$ cat src/rtl/sonar_ranger_mc.sv
// Multi-channel ultrasonic ranger: triggers each sensor in turn, times the
// synchronized echo pulse in microseconds and reports the range in cm.
module sonar_ranger_mc #(
    parameter int CLK_FREQ   = 125_000_000,
    parameter int N_CH       = 2,
    parameter int TRIG_US    = 10,
    parameter int PERIOD_US  = 60_000,
    parameter int TIMEOUT_US = 25_000,
    parameter int DIST_W     = 9
) (
    input  logic                                    clk,
    input  logic                                    rst,
    input  logic                                    en,
    output logic [N_CH-1:0]                         trig,
    input  logic [N_CH-1:0]                         ech,
    output logic [N_CH*DIST_W-1:0]                  range_cm,
    output logic [N_CH-1:0]                         range_err,
    output logic                                    upd,
    output logic [((N_CH > 1) ? $clog2(N_CH) : 1)-1:0] upd_ch,
    output logic                                    busy
);

    localparam int TICK_DIV   = CLK_FREQ / 1_000_000;
    localparam int PRE_W      = (TICK_DIV > 1) ? $clog2(TICK_DIV) : 1;
    localparam int US_MAX     = (TIMEOUT_US > TRIG_US) ? TIMEOUT_US : TRIG_US;
    localparam int US_W       = $clog2(US_MAX + 1);
    localparam int PERIOD_CYC = PERIOD_US * TICK_DIV;
    localparam int PER_W      = $clog2(PERIOD_CYC + 1);
    localparam int CH_W       = (N_CH > 1) ? $clog2(N_CH) : 1;

    typedef enum logic [2:0] {
        S_IDLE    = 3'd0,
        S_TRIG    = 3'd1,
        S_WAIT    = 3'd2,
        S_MEAS    = 3'd3,
        S_REPORT  = 3'd4,
        S_HOLD    = 3'd5
    } state_t;

    state_t            state, state_nx;
    logic [CH_W-1:0]   ch, ch_nx;
    logic [N_CH-1:0]   ech_s1, ech_s2;
    logic [PRE_W-1:0]  presc;
    logic [US_W-1:0]   us_cnt;
    logic [5:0]        div58;
    logic [DIST_W-1:0] cm_cnt;
    logic [PER_W-1:0]  per_cnt;
    logic              to_flag;
    logic              to_hit;
    logic              tick;
    logic              echo;
    logic              entering;
    logic [N_CH-1:0]   trig_nx;
    logic              busy_nx;
    logic              upd_nx;

    // One-hot select of a channel index.
    function automatic logic [N_CH-1:0] chan_mask(input logic [CH_W-1:0] c);
        logic [N_CH-1:0] m;
        m = '0;
        for (int k = 0; k < N_CH; k++) begin
            m[k] = (c == CH_W'(k));
        end
        return m;
    endfunction

    assign tick     = (presc == PRE_W'(TICK_DIV - 1));
    assign echo     = |(ech_s2 & chan_mask(ch));
    assign entering = (state_nx != state);

    // Two-flop synchronizer for the asynchronous echo inputs.
    always_ff @(posedge clk) begin
        if (rst) begin
            ech_s1 <= '0;
            ech_s2 <= '0;
        end else begin
            ech_s1 <= ech;
            ech_s2 <= ech_s1;
        end
    end

    // State and active-channel registers.
    always_ff @(posedge clk) begin
        if (rst) begin
            state <= S_IDLE;
            ch    <= '0;
        end else begin
            state <= state_nx;
            ch    <= ch_nx;
        end
    end

    // Next-state logic; an echo level always wins over a coincident timeout.
    always_comb begin
        state_nx = state;
        ch_nx    = ch;
        to_hit   = 1'b0;
        case (state)
            S_IDLE: begin
                if (en) state_nx = S_TRIG;
                else    state_nx = S_IDLE;
            end
            S_TRIG: begin
                if (tick && (us_cnt == US_W'(TRIG_US - 1))) state_nx = S_WAIT;
                else                                         state_nx = S_TRIG;
            end
            S_WAIT: begin
                if (echo) begin
                    state_nx = S_MEAS;
                end else if (tick && (us_cnt == US_W'(TIMEOUT_US - 1))) begin
                    state_nx = S_REPORT;
                    to_hit   = 1'b1;
                end else begin
                    state_nx = S_WAIT;
                end
            end
            S_MEAS: begin
                if (!echo) begin
                    state_nx = S_REPORT;
                end else if (tick && (us_cnt == US_W'(TIMEOUT_US - 1))) begin
                    state_nx = S_REPORT;
                    to_hit   = 1'b1;
                end else begin
                    state_nx = S_MEAS;
                end
            end
            S_REPORT: state_nx = S_HOLD;
            S_HOLD: begin
                if (per_cnt >= PER_W'(PERIOD_CYC - 1)) begin
                    state_nx = en ? S_TRIG : S_IDLE;
                    ch_nx    = (ch == CH_W'(N_CH - 1)) ? CH_W'(0) : ch + CH_W'(1);
                end else begin
                    state_nx = S_HOLD;
                end
            end
            default: state_nx = S_IDLE;
        endcase
    end

    // Output decode, taken from the next state so the registered outputs line up with it.
    always_comb begin
        trig_nx = '0;
        if (state_nx == S_TRIG) trig_nx = chan_mask(ch_nx);
        else                    trig_nx = '0;
        busy_nx = (state_nx != S_IDLE);
        upd_nx  = (state == S_REPORT);
    end

    // Prescaler, microsecond, centimetre and period counters.
    always_ff @(posedge clk) begin
        if (rst) begin
            presc   <= '0;
            us_cnt  <= '0;
            div58   <= '0;
            cm_cnt  <= '0;
            per_cnt <= '0;
            to_flag <= 1'b0;
        end else begin
            if (entering || tick) presc <= '0;
            else                  presc <= presc + PRE_W'(1);

            if (entering) us_cnt <= '0;
            else if (tick && (state == S_TRIG || state == S_WAIT || state == S_MEAS))
                us_cnt <= us_cnt + US_W'(1);

            if (entering && state_nx == S_MEAS) begin
                div58  <= '0;
                cm_cnt <= '0;
            end else if (state == S_MEAS && tick) begin
                if (div58 == 6'd57) begin
                    div58 <= '0;
                    if (cm_cnt != {DIST_W{1'b1}}) cm_cnt <= cm_cnt + DIST_W'(1);
                end else begin
                    div58 <= div58 + 6'd1;
                end
            end

            if (entering && state_nx == S_TRIG)       per_cnt <= '0;
            else if (per_cnt != PER_W'(PERIOD_CYC))  per_cnt <= per_cnt + PER_W'(1);

            if (entering && state_nx == S_REPORT) to_flag <= to_hit;
        end
    end

    // Registered outputs and per-channel result storage.
    always_ff @(posedge clk) begin
        if (rst) begin
            trig      <= '0;
            busy      <= 1'b0;
            upd       <= 1'b0;
            upd_ch    <= '0;
            range_cm  <= '0;
            range_err <= '0;
        end else begin
            trig <= trig_nx;
            busy <= busy_nx;
            upd  <= upd_nx;
            if (state == S_REPORT) upd_ch <= ch;
            for (int k = 0; k < N_CH; k++) begin
                if (state == S_REPORT && ch == CH_W'(k)) begin
                    range_cm[k*DIST_W +: DIST_W] <= to_flag ? {DIST_W{1'b1}} : cm_cnt;
                    range_err[k]                 <= to_flag;
                end
            end
        end
    end

endmodule

$ cat config.mk
export PLATFORM = sky130hd
export DESIGN_NAME = sonar_ranger_mc
export DESIGN_NICKNAME = d
export VERILOG_FILES = /design/src/rtl/sonar_ranger_mc.sv
export SDC_FILE = /design/constraint.sdc
export NUM_CORES = 1
export LEC_CHECK = 0
export CORE_ASPECT_RATIO = 2
export CORE_MARGIN = 2
export CORE_UTILIZATION = 53
export DETAILED_ROUTE_END_ITERATION = 7
export PLACE_DENSITY = 0.75
export SLEW_MARGIN = 10
export SYNTH_ARGS = -nofsm -noshare
export SYNTH_HDL_FRONTEND = slang
export SYNTH_SLANG_ARGS = --single-unit
$ cat constraint.sdc
create_clock -name clk -period 2.1 [get_ports clk]
set_input_delay 0.21 -clock clk [delete_from_list [all_inputs] [get_ports clk]]
set_output_delay 0.21 -clock clk [all_outputs]
set_load 0.05 [all_outputs]
==> metrics.csv <==
metric,value,unit
whs_endpoint,busy,
regToRegEndpoint,trig[0],
worstPathMaxFanout,6,
ys_ff_latch,94,
die_y,137,um
yosysUniqueCellTypes,56,
finalCriticalPeriod,2.06,ns
placementRows,48,
finalPower,3.60,mW
drc,0,
startpoint,presc[0],
critPathRequiredTime,2.35,ns
worstMarginPinSlew,0.607,ns
clock_latency,0.35,ns
drive_gt1_share,21.5,%
firstDrtPassIters,4,
antenna_found_initial,0,
slew_headroom,59.4,%
syn_area,4670,sq um
syn_area_per_cell,9.19,sq um
clkTransAtPathRegs,0.07,ns
design_area,5690,sq um
path_class,reg2reg,
rsz0062_at_grt,true,
clock_skew,0.00713,ns
power.leakage,1.92,nW
numPlacedInstances,653,
cts_sinks,94,
rr_worst_depth,7,
place_area,5320,sq um
syn_inst,508,
ff_latch_area,1880,sq um
grt_usage,22.8,%
critical_path_arrival,2.31,ns
yosys_warnings,0,
synth_edf_count,0,
port_buffers,29,
vdd_ir_drop_max,0.583,mV
status,"finished, final reports clean",
gp_congestion,0.896,
yosys.area_share.adder,2.90,%
core-area,8590,sq um
drtIter0Drc,115,
clockRootBuffer,clkbuf_16,
period_share,98.0,%
synth_ff_type,dfxtp_1,
maxSlewViolCount,0,
initial_core_util,54.3,%
synthSimpleGateAreaFrac,28.0,%
grt_pass1_vias,3889,
synth-compound-area-share,14.1,%
synthToLayoutAreaGrowth,22.0,%
via_per_inst,5.86,
syn_nets,523,
hold_viol,0,
setup_viol,0,
worstHoldStart,rst,
fillers,681,
rr_startpoint,presc[0],
fp.dieW,70.4,um
drv_cap,0,
synth_xor_area_share,8.82,%
wirelength,10.9,mm
grt_pass1_wl,17.4,mm
nets,581,
ys_seq_area_share,40.3,%
rrSetupSlack,0.04,ns
synthMuxAreaShare,1.29,%
htree_levels,3,
ant_nets,0,
diodes,0,
hold_class,in2reg,
holdPathStages,2,
worst_setup_path_end_kind,register,
fmax,0.486,GHz
wl_per_cell,16.2,um
synth_top_family_by_area,simple AND/OR/NAND/NOR gates,
async_flop_share,0,%
cts_tree,built,
startpoint_type,register,
cts_made_buffers,9,
clk_path_buf_depth,2,
ios,30,
power.density,633,nW/um^2
grt_max_degree,33,
multi_input_area,2630,sq um
dp_hpwl,7.67,mm
stdcell_count,671,
num_vias,3934,
grt_remaining_overflow,0,
die_area,9620,sq um
==> synthesized netlist by cell type, drive strengths merged (6+ instances only) <==
master   n  share of area, %
mux2i    6               1.3
o21ai    6              0.64
nand2   25               2.0
inv     15               1.2
dfxtp   94                40
xor2    19               3.6
and3     7              0.94
or3      7              0.94
buf     13               2.0
ha      10               2.7
a21oi   18               1.9
nor2b    6              0.80
nor2    66               5.4
xnor2   28               5.3
clkbuf  18               1.4
nor4    14               3.0
nand4   13               1.7
nor3    38               6.8
nand3   27               3.0
a211oi  37               7.1
==> how the worst max path moves through the flow <==
stage / slack, ns / endpoint / cells past startpoint
after floorplan: 0.006 / cm_cnt[1] / 10
after global placement: 0.06 / cm_cnt[5] / 8
after detailed placement: 0.001 / cm_cnt[1] / 8
after CTS: 0.02 / presc[3] / 7
after global routing: -0.05 / cm_cnt[7] / 8
final: 0.04 / trig[0] / 7
==> worst max-delay path, stage by stage, from the launching register on <==
cell,delay [ns]
dfxtp_1,0.33
inv_1,0.05
ha_1,0.20
and3_1,0.19
and4_2,0.25
a41o_2,0.32
a211o_1,0.30
nor4bb_2,0.31
==> per-stage QoR <==
step,utilization (%),worst slack [ns],TNS (ns),hold slack (ns)
6_report,66.3,0.0420,0,0.326
5_1_grt,66.3,-0.0520,-0.187,0.362
4_1_cts,65.4,0.0171,0,0.334
3_5_place_dp,62.0,0.00144,0,0.438
3_3_place_gp,62.0,0.0589,0,0.419
2_1_floorplan,-,0.00597,0,0.338
==> area by class of cell <==
class,instances,share of cell area [%]
repair buffers,78,12.7
clock inverters,6,0.945
flip-flops and latches,94,33.1
inverters,15,0.989
multi-input cells,368,46.1
clock buffers,10,4.02
well taps,100,2.20
==> layout by cell type (no fill, tap or decap), types with 13 or more instances in the layout <==
master            n
nand2_1          25
a21oi_1          18
buf_4            44
nor3_2           25
xnor2_1          28
nand4_1          13
nor2_1           65
nor3_1           13
inv_1            15
nand3_1          26
a211oi_1         28
dfxtp_1          94
clkdlybuf4s50_1  28
xor2_1           19
==> cells by family after synthesis <==
kind of cell    Yosys count
compound gates           80
xor+xnor                 47
fa+ha+maj                11
buf+inv                  46
flops                    94
mux                       6
simple gates            224
==> sequential cells by signal, summed over array words and instances, names as in the netlist <==
register	count
busy	1
ech_s1	2
range_cm	18
state	3
ch	1
ech_s2	2
to_flag	1
us_cnt	15
upd	1
range_err	2
cm_cnt	9
per_cnt	23
upd_ch	1
trig	2
presc	7
div58	6
==> metal layers <==
metal,track usage (%),share of wire (%)
met5,0,0
met4,14.0,4.5
met3,4.05,2.1
met2,44.0,57
met1,21.7,36
==> power breakdown <==
group | switching [mW] | leakage [nW] | internal [mW]
Sequential | 0.0116 | 0.759 | 1.80
Combinational | 0.146 | 1.03 | 0.0902
Clock | 0.733 | 0.136 | 0.824
Total | 0.890 | 1.92 | 2.71
==> what timing repair did <==
action / CTS / global route
setup buffers: 0 / 1
gates cloned: 0 / 1
gates resized for setup: 3 / 9
endpoints found under the setup margin: 8 / 19
hold buffers: 0 / 0
pin swaps: 0 / 4
Power figures use the tool's default switching activity.
